===== src/rtl/cam_ctrl.sv =====
// cam_ctrl -- command sequencer for an external CAM.
//
// Accepts SEARCH / INSERT / DELETE / CLEAR commands and drives the CAM write
// port and search key. It keeps its own occupancy bitmap, which is used to pick
// the lowest free slot on INSERT. After reset it invalidates every CAM entry
// before it accepts the first command.
//
// Ports
//   clk           rising-edge clock
//   reset         asynchronous, active-low reset
//   cmd_valid     command request;    cmd_ready  high only while idle
//   cmd_op        00 SEARCH, 01 INSERT, 10 DELETE, 11 CLEAR
//   cmd_data      command key
//   rsp_valid     response available; rsp_ready  consumes it
//   rsp_status    00 OK, 01 MISS, 10 DUP, 11 FULL
//   rsp_addr      matched or written index
//   cam_we        CAM write strobe, with cam_addr / cam_data / cam_valid
//   lookup_data   CAM search key (the registered command key)
//   lookup_addr   CAM match index, 1-cycle registered latency
//   lookup_hit    CAM match flag,  1-cycle registered latency
//   used_count    number of occupied entries
//   full          all entries occupied
`timescale 1ns/1ps
module cam_ctrl #(
  parameter int DATA_WIDTH = 32,
  parameter int ADDR_WIDTH = 5
) (
  input  logic                  clk,
  input  logic                  reset,
  input  logic                  cmd_valid,
  output logic                  cmd_ready,
  input  logic [1:0]            cmd_op,
  input  logic [DATA_WIDTH-1:0] cmd_data,
  output logic                  rsp_valid,
  input  logic                  rsp_ready,
  output logic [1:0]            rsp_status,
  output logic [ADDR_WIDTH-1:0] rsp_addr,
  output logic                  cam_we,
  output logic [ADDR_WIDTH-1:0] cam_addr,
  output logic [DATA_WIDTH-1:0] cam_data,
  output logic                  cam_valid,
  output logic [DATA_WIDTH-1:0] lookup_data,
  input  logic [ADDR_WIDTH-1:0] lookup_addr,
  input  logic                  lookup_hit,
  output logic [ADDR_WIDTH:0]   used_count,
  output logic                  full
);

  localparam int DEPTH = 2**ADDR_WIDTH;
  localparam logic [ADDR_WIDTH:0] DEPTH_C = (ADDR_WIDTH+1)'(DEPTH);

  localparam logic [1:0] OP_SEARCH = 2'b00;
  localparam logic [1:0] OP_INSERT = 2'b01;
  localparam logic [1:0] OP_DELETE = 2'b10;
  localparam logic [1:0] OP_CLEAR  = 2'b11;

  localparam logic [1:0] ST_OK   = 2'b00;
  localparam logic [1:0] ST_MISS = 2'b01;
  localparam logic [1:0] ST_DUP  = 2'b10;
  localparam logic [1:0] ST_FULL = 2'b11;

  typedef enum logic [2:0] {
    S_INIT, S_IDLE, S_LOOKUP, S_EVAL, S_WRITE, S_CLEAR, S_RESP
  } state_t;

  state_t                  state_q;
  logic [ADDR_WIDTH:0]     sweep_q;
  logic [DEPTH-1:0]        bitmap_q;
  logic [1:0]              op_q;
  logic [DATA_WIDTH-1:0]   key_q;
  logic                    cmd_ready_q;
  logic                    rsp_valid_q;
  logic [1:0]              rsp_status_q;
  logic [ADDR_WIDTH-1:0]   rsp_addr_q;
  logic                    cam_we_q;
  logic [ADDR_WIDTH-1:0]   cam_addr_q;
  logic [DATA_WIDTH-1:0]   cam_data_q;
  logic                    cam_valid_q;

  function automatic logic [ADDR_WIDTH:0] popcount(input logic [DEPTH-1:0] v);
    logic [ADDR_WIDTH:0] c;
    c = '0;
    for (int i = 0; i < DEPTH; i++) c = c + (ADDR_WIDTH+1)'(v[i]);
    return c;
  endfunction

  // Scans from the top down so the last assignment is the lowest free index.
  function automatic logic [ADDR_WIDTH-1:0] lowest_free(input logic [DEPTH-1:0] v);
    logic [ADDR_WIDTH-1:0] idx;
    idx = '0;
    for (int i = DEPTH-1; i >= 0; i--) begin
      if (!v[i]) idx = ADDR_WIDTH'(i);
    end
    return idx;
  endfunction

  assign used_count  = popcount(bitmap_q);
  assign full        = (used_count == DEPTH_C);
  assign lookup_data = key_q;
  assign cmd_ready   = cmd_ready_q;
  assign rsp_valid   = rsp_valid_q;
  assign rsp_status  = rsp_status_q;
  assign rsp_addr    = rsp_addr_q;
  assign cam_we      = cam_we_q;
  assign cam_addr    = cam_addr_q;
  assign cam_data    = cam_data_q;
  assign cam_valid   = cam_valid_q;

  always_ff @(posedge clk or negedge reset) begin
    if (!reset) begin
      state_q      <= S_INIT;
      sweep_q      <= '0;
      bitmap_q     <= '0;
      op_q         <= OP_SEARCH;
      key_q        <= '0;
      cmd_ready_q  <= 1'b0;
      rsp_valid_q  <= 1'b0;
      rsp_status_q <= ST_OK;
      rsp_addr_q   <= '0;
      cam_we_q     <= 1'b0;
      cam_addr_q   <= '0;
      cam_data_q   <= '0;
      cam_valid_q  <= 1'b0;
    end else begin
      // Write strobe is a single-cycle pulse unless a state re-asserts it.
      cam_we_q <= 1'b0;
      case (state_q)
        // INIT spends its first cycle idle (outputs come out of reset at 0);
        // CLEAR issues address 0 on the accept edge, so both produce DEPTH
        // invalidating writes before leaving.
        S_INIT, S_CLEAR: begin
          if (sweep_q == DEPTH_C) begin
            sweep_q  <= '0;
            bitmap_q <= '0;
            if (state_q == S_INIT) begin
              state_q     <= S_IDLE;
              cmd_ready_q <= 1'b1;
            end else begin
              state_q      <= S_RESP;
              rsp_valid_q  <= 1'b1;
              rsp_status_q <= ST_OK;
              rsp_addr_q   <= '0;
            end
          end else begin
            cam_we_q    <= 1'b1;
            cam_addr_q  <= sweep_q[ADDR_WIDTH-1:0];
            cam_data_q  <= '0;
            cam_valid_q <= 1'b0;
            sweep_q     <= sweep_q + 1'b1;
          end
        end

        S_IDLE: begin
          if (cmd_valid && cmd_ready_q) begin
            cmd_ready_q <= 1'b0;
            op_q        <= cmd_op;
            key_q       <= cmd_data;
            if (cmd_op == OP_CLEAR) begin
              state_q     <= S_CLEAR;
              cam_we_q    <= 1'b1;
              cam_addr_q  <= '0;
              cam_data_q  <= '0;
              cam_valid_q <= 1'b0;
              sweep_q     <= (ADDR_WIDTH+1)'(1);
              bitmap_q    <= '0;
            end else begin
              state_q <= S_LOOKUP;
            end
          end
        end

        // lookup_data has been driven since the accept edge; the CAM result
        // appears one cycle later, in EVAL.
        S_LOOKUP: state_q <= S_EVAL;

        S_EVAL: begin
          case (op_q)
            OP_INSERT: begin
              if (lookup_hit) begin
                state_q      <= S_RESP;
                rsp_valid_q  <= 1'b1;
                rsp_status_q <= ST_DUP;
                rsp_addr_q   <= lookup_addr;
              end else if (full) begin
                state_q      <= S_RESP;
                rsp_valid_q  <= 1'b1;
                rsp_status_q <= ST_FULL;
                rsp_addr_q   <= '0;
              end else begin
                state_q     <= S_WRITE;
                cam_we_q    <= 1'b1;
                cam_addr_q  <= lowest_free(bitmap_q);
                cam_data_q  <= key_q;
                cam_valid_q <= 1'b1;
              end
            end
            OP_DELETE: begin
              if (lookup_hit) begin
                state_q     <= S_WRITE;
                cam_we_q    <= 1'b1;
                cam_addr_q  <= lookup_addr;
                cam_data_q  <= key_q;
                cam_valid_q <= 1'b0;
              end else begin
                state_q      <= S_RESP;
                rsp_valid_q  <= 1'b1;
                rsp_status_q <= ST_MISS;
                rsp_addr_q   <= '0;
              end
            end
            default: begin
              state_q      <= S_RESP;
              rsp_valid_q  <= 1'b1;
              rsp_status_q <= lookup_hit ? ST_OK : ST_MISS;
              rsp_addr_q   <= lookup_hit ? lookup_addr : '0;
            end
          endcase
        end

        // The write strobe is already on the CAM port; the occupancy bit
        // follows on this edge so used_count tracks completed writes.
        S_WRITE: begin
          bitmap_q[cam_addr_q] <= cam_valid_q;
          state_q              <= S_RESP;
          rsp_valid_q          <= 1'b1;
          rsp_status_q         <= ST_OK;
          rsp_addr_q           <= cam_addr_q;
        end

        S_RESP: begin
          if (rsp_ready) begin
            rsp_valid_q <= 1'b0;
            cmd_ready_q <= 1'b1;
            state_q     <= S_IDLE;
          end
        end

        default: begin
          state_q <= S_INIT;
          sweep_q <= '0;
        end
      endcase
    end
  end

endmodule


===== config.mk =====
export PLATFORM = sky130hd
export DESIGN_NAME = cam_ctrl
export DESIGN_NICKNAME = d
export VERILOG_FILES = /design/src/rtl/cam_ctrl.sv
export SDC_FILE = /design/constraint.sdc
export NUM_CORES = 1
export LEC_CHECK = 0
export ABC_AREA = 0
export CAP_MARGIN = 20
export CORE_UTILIZATION = 53
export CTS_BUF_LIST = sky130_fd_sc_hd__clkbuf_4 sky130_fd_sc_hd__clkbuf_8 sky130_fd_sc_hd__clkbuf_16
export CTS_CLUSTER_SIZE = 25
export DETAILED_ROUTE_END_ITERATION = 8
export PLACE_DENSITY_LB_ADDON = 0.12
export SETUP_SLACK_MARGIN = 0.02
export SLEW_MARGIN = 0
export SYNTH_ARGS = -nofsm -noshare
export SYNTH_HDL_FRONTEND = slang
export SYNTH_SLANG_ARGS = --single-unit

===== constraint.sdc =====
create_clock -name clk -period 7.44 [get_ports clk]
set_input_delay 2.232 -clock clk [delete_from_list [all_inputs] [get_ports clk]]
set_output_delay 2.232 -clock clk [all_outputs]
set_load 0.1 [all_outputs]

======== Word-level counts from Yosys, hierarchy flattened ========
Cells that the tools add are included.
W data, S select, Z words.
storage, ports and cells
  register bits ........................... 123
  output and inout port bits .............. 87
  logic and storage cells ................. 202
operators by class
  $add $sub $neg .......................... 32
  magnitude comparators ................... 2
  eq/ne operators ......................... 24
  mux-type cells .......................... 112
  bitwise logic cells ..................... 1
  reductions and logical operators ........ 18
operators with widths
  kind                   number
  $mux W32               7
  $mux W5                44
  $pmux W32 S3           2
  $add A6 B1 Y6          26
  $pmux W32 S2           1
  $bwmux W32             1
  $pmux W5 S3            2
  $mux W1                24
  $pmux W5 S2            2
  $mux W6                3
  $pmux W3 S6            1
  $pmux W6 S3            1
  $mux W2                8
  $mux W3                5
  $ne A2 B2 Y1 const B   7
  $eq A6 B6 Y1 const B   2
  $ne A3 B3 Y1 const B   4
  $reduce_bool A3 Y1     4
  $reduce_and A5 Y1      2
  $eq A3 B3 Y1 const B   3
  $pmux W1 S3            3
  $reduce_and A8 Y1      1
  $add A5 B1 Y6          1
  $add A6 B1 Y6 const B  1
  other kinds (28)       34

======== Logic depth before layout (Yosys ltp) ========
  depth in word-level cells ............... 36
  mapped depth ............................ 18
  depth with buffers taken out ............ 17

======== Worst setup path after synthesis ========
Ideal clock, no wire load.
  path kind ............................... register -> output
  start point ............................. register bitmap_q[0]
  end point ............................... output port full
  arrival time ............................ 5,590 ps
  data required time ...................... 5,208 ps
  slack ................................... -382 ps
  cell stages (with the launch flop) ...... 14
  buffers on the path ..................... 0
  path through ............................ dfrtp_1 fa_1 inv_1 fa_1 fa_1 fa_1 fa_1 fa_1 inv_1 ha_1 fa_1 nor2_1 o2111ai_4 inv_1
between the ends
  longest elaborated chain between the ends .. 32
RTL lines
  item                              RTL line  source
  start: declaration                68        logic [DEPTH-1:0] bitmap_q;
  start signal: indexed assignment  223       bitmap_q[cam_addr_q] <= cam_valid_q;
  $add A1 B1 Y2                     83        for (int i = 0; i < DEPTH; i++) c = c + (ADDR_WIDTH+1)'(v[i]);
  $add A2 B1 Y3                     83
  $add A3 B1 Y4                     83
  $add A4 B1 Y5                     83
  $add A5 B1 Y6                     83
  $add A6 B1 Y6 (26 in series)      83
  named net used_count[1]           45        output logic [ADDR_WIDTH:0] used_count,
  $eq A6 B6 Y1                      98        assign full = (used_count == DEPTH_C);
  end: declaration                  46        output logic full
The timed path passes the listed nets, and every way through them passes these cells.

======== Worst setup path after layout ========
  start point ............................. register bitmap_q[0]
  end point ............................... output port full
between the ends
  longest elaborated chain between the ends .. 32
RTL lines
  item                          RTL line
  $add A1 B1 Y2                 83
  $add A2 B1 Y3                 83
  $add A3 B1 Y4                 83
  $add A4 B1 Y5                 83
  $add A5 B1 Y6                 83
  $add A6 B1 Y6 (26 in series)  83
  $eq A6 B6 Y1                  98
No other way between the ends.

==> run metrics <==
Post-Synthesis Cell Area=6960 um^2; worst hold path depth=1; number of levels in the clock H-tree=4; die span in y=around 120 um; Crit Reg-Reg Endpoint=cam_data[24]; Worst R2R Setup Slack=1.05 ns; total half-perimeter wirelength after legalization and detailed placement=13300 um; Avg Cell Area, Syn=9.68 um^2; DP Area=approximately 8400 um^2; clk sink count=123; fraction of post-synthesis cell area in the top cell type by area=44.2%; Max clock buf depth=2; number of slew-limit violations in the final report=0; data arrival time of the critical path=5.33 ns; detailed-route wire length per cell=19.0 um; worst ir drop on vdd=0.419 mV; final layout net count=slightly above 900; register area share after synthesis=44.2%; Congestion Overflow GR=0; worst slew margin relative to its limit=26.9%; GR Util All Layers=30.5%; Fmax=0.132 GHz; cell chosen for the clock root=sky130_fd_sc_hd__clkbuf_16; cell occurring most often along the worst timing path=sky130_fd_sc_hd__fa_1; origin of the critical flop-to-flop path=bitmap_q[0]; post-placement setup slack=between 0.15 and 0.2 ns; Post-route DRC=0; total negative setup slack=-0.176 ns; final worst-path cycle share=102%; max_cap viols=0; post-CTS clock slew at the launch and capture registers of the worst setup and hold paths=0.06 ns; total of warnings raised by yosys=0; effective utilization at floorplan=between 50% and 60%; startpoint of the tightest hold check path=rsp_addr[4]; min-delay worst type=flip-flop to flip-flop; worst path cell trace=fa_1 > inv_2 > fa_1 > fa_2 > fa_1 > fa_1 > fa_1 > inv_2 > ha_4 > fa_2 > or2_1 > o21ai_2 > o2111ai_4 > clkinvlp_4 > buf_12; post-synth top area cell=sky130_fd_sc_hd__dfrtp_1; final wirelength=19600 um; fraction of layout instances using a drive strength above 1=16.8%; outcome=finished, violations left; Worst Setup Path Type=flip-flop to primary output; hold_buf cts=0; time the final worst path needs with I/O delays and setup=7.57 ns; unrepaired setup endpoints after global routing=true; total leakage power=3.86 nW; post-synth net total=799; Distinct cells, synth=62; CTS tree=done; Power, Total=4.05 mW; Placer Congestion=0.870; most common cell in the netlist=sky130_fd_sc_hd__dfrtp_1; Die X=117 um; CTS Buf Count=17; antenna violations before repair=0; crit path launch type=flip-flop; antenna fix cells=0; required time of the critical path=around 5.2 ns; final count of hold timing violations=0; later-pin clock latency in the skew report=about 0.43 ns; row cnt=41; most frequent cells after synthesis=123 x sky130_fd_sc_hd__dfrtp_1, 109 x sky130_fd_sc_hd__o21ai_0, 69 x sky130_fd_sc_hd__nand2_1; final std cell area, no fill=slightly above 9000 um^2; share of synthesized flip-flops with an asynchronous set or reset=100%; final setup skew=0.00838 ns; floorplan core area=12700 um^2; violations in the final reports=setup timing; number of DRC markers in iteration 0=~610; leading post-synthesis cells by cell area=sky130_fd_sc_hd__dfrtp_1 44%, sky130_fd_sc_hd__o21ai_0 7.8%, sky130_fd_sc_hd__fa_1 6.9%; min setup slack post-route=-0.126 ns; library cell contributing the largest single delay on the critical path=sky130_fd_sc_hd__fa_1; main flop type after synthesis=sky130_fd_sc_hd__dfrtp_1; post-synthesis register bit count=123; worst-path maximum fanout=4; Crit. End Element=primary output; pwr dens=approximately 440 nW/um^2; boundary pin count=~130; full die area=13600 um^2; setup violation total in the final timing report=2; synthesis-to-finish area growth=32.5%; Syn Inst Count=719; Slew @ Worst Pin=1.09 ns; DR vias=6143; remaining antenna violation count after routing=0; number of global-route vias before repair=5991; maximum number of pins on one net before global-route repair=80; number of synthesized flops with an enable pin=0; share of the core filled with cells in the final layout=72.5%; number of port buffers=130; first-pass GRT wire length=30700 um; detail-routed via count per cell=5.95; TritonRoute pass-1 iters=6; Endpoint, Worst Hold=rsp_addr[4]; max incr delay on CP=0.57 ns; reg2reg path depth=19
## per-layer routing
metal | wire [um] | track usage [%]
met2 | 9350 | 46.2
met4 | 529 | 14.2
met3 | 1800 | 10.4
met1 | 7950 | 39.4
met5 | 0 | 0
## critical path: cells and delay by family (launching register included)
family,cells,cell delay (ns)
adders and majority gates,8,3.51
and+or+nand+nor,1,0.23
AOI/OAI and AO/OA,2,0.36
buffers and inverters,4,0.39
DFF,1,0.42
## report_power, final
part | internal [mW] | switching, mW | total [mW]
clock | 0.481 | 0.308 | 0.789
combinational | 0.535 | 1.69 | 2.22
sequential | 0.840 | 0.193 | 1.03
total | 1.86 | 2.19 | 4.05
## final cells by class
cell class | count | area (um^2)
Sequential cell | 123 | 3080
Multi-Input combinational cell | 501 | 3600
Clock inverter | 10 | 93.8
Clock buffer | 21 | 468
Tap cell | 172 | 215
Fill cell | 995 | 3500
Timing Repair Buffer | 152 | 1560
Inverter | 54 | 206
## cell usage in the layout, fill, tap and decap left out, types with 16 or more instances in the layout
cell type,instances
sky130_fd_sc_hd__inv_1,45
sky130_fd_sc_hd__buf_4,20
sky130_fd_sc_hd__fa_1,19
sky130_fd_sc_hd__a21oi_1,49
sky130_fd_sc_hd__o21ai_0,109
sky130_fd_sc_hd__mux2_2,33
sky130_fd_sc_hd__o31ai_1,24
sky130_fd_sc_hd__clkdlybuf4s50_1,122
sky130_fd_sc_hd__dfrtp_1,121
sky130_fd_sc_hd__nor2_1,28
sky130_fd_sc_hd__nand2_1,69
sky130_fd_sc_hd__nand3_1,16
sky130_fd_sc_hd__clkbuf_16,17
sky130_fd_sc_hd__o21ai_1,16
## state kept, by name, summed over array words and instances (netlist names), 2 cells and up
signal       cells
bitmap_q        32
cam_addr         5
cam_data        32
lookup_data     32
op_q             2
rsp_addr         5
rsp_status       2
state_q          3
sweep_q          6
## cells by family after synthesis
logic type | count (synthesis) | synth area share [%]
AOI/OAI and AO/OA | 260 | 23.4
and+or+nand+nor | 164 | 11.2
DFF | 123 | 44.2
buffers and inverters | 95 | 5.63
muxes | 37 | 5.99
adders and majority gates | 36 | 9.06
xor gates and xnor gates | 4 | 0.504
## metrics by stage
stage               cells  hold WS [ns]
floorplan             719         0.502
global placement      988         0.458
detailed placement    989         0.465
CTS                  1027         0.477
global route         1033         0.501
finish               1033         0.473
## how the worst max path moves through the flow
stage / to / cells past startpoint / start / slack (ns)
final: full / 15 / bitmap_q[0] / -0.13
after CTS: full / 15 / bitmap_q[17] / -0.16
after detailed placement: full / 15 / bitmap_q[0] / 0.16
after global placement: full / 15 / bitmap_q[0] / 0.19
after floorplan: used_count[2] / 11 / bitmap_q[0] / -0.21
after global routing: full / 15 / bitmap_q[23] / -0.27
## what timing repair did
item                       in CTS  in global routing
resized for setup               9                 19
setup endpoints to repair       4                  5
pin swaps                      12                 10
buffers inserted                7                  5
hold endpoints to repair        0                  0
(Power assumes the default switching activity.)
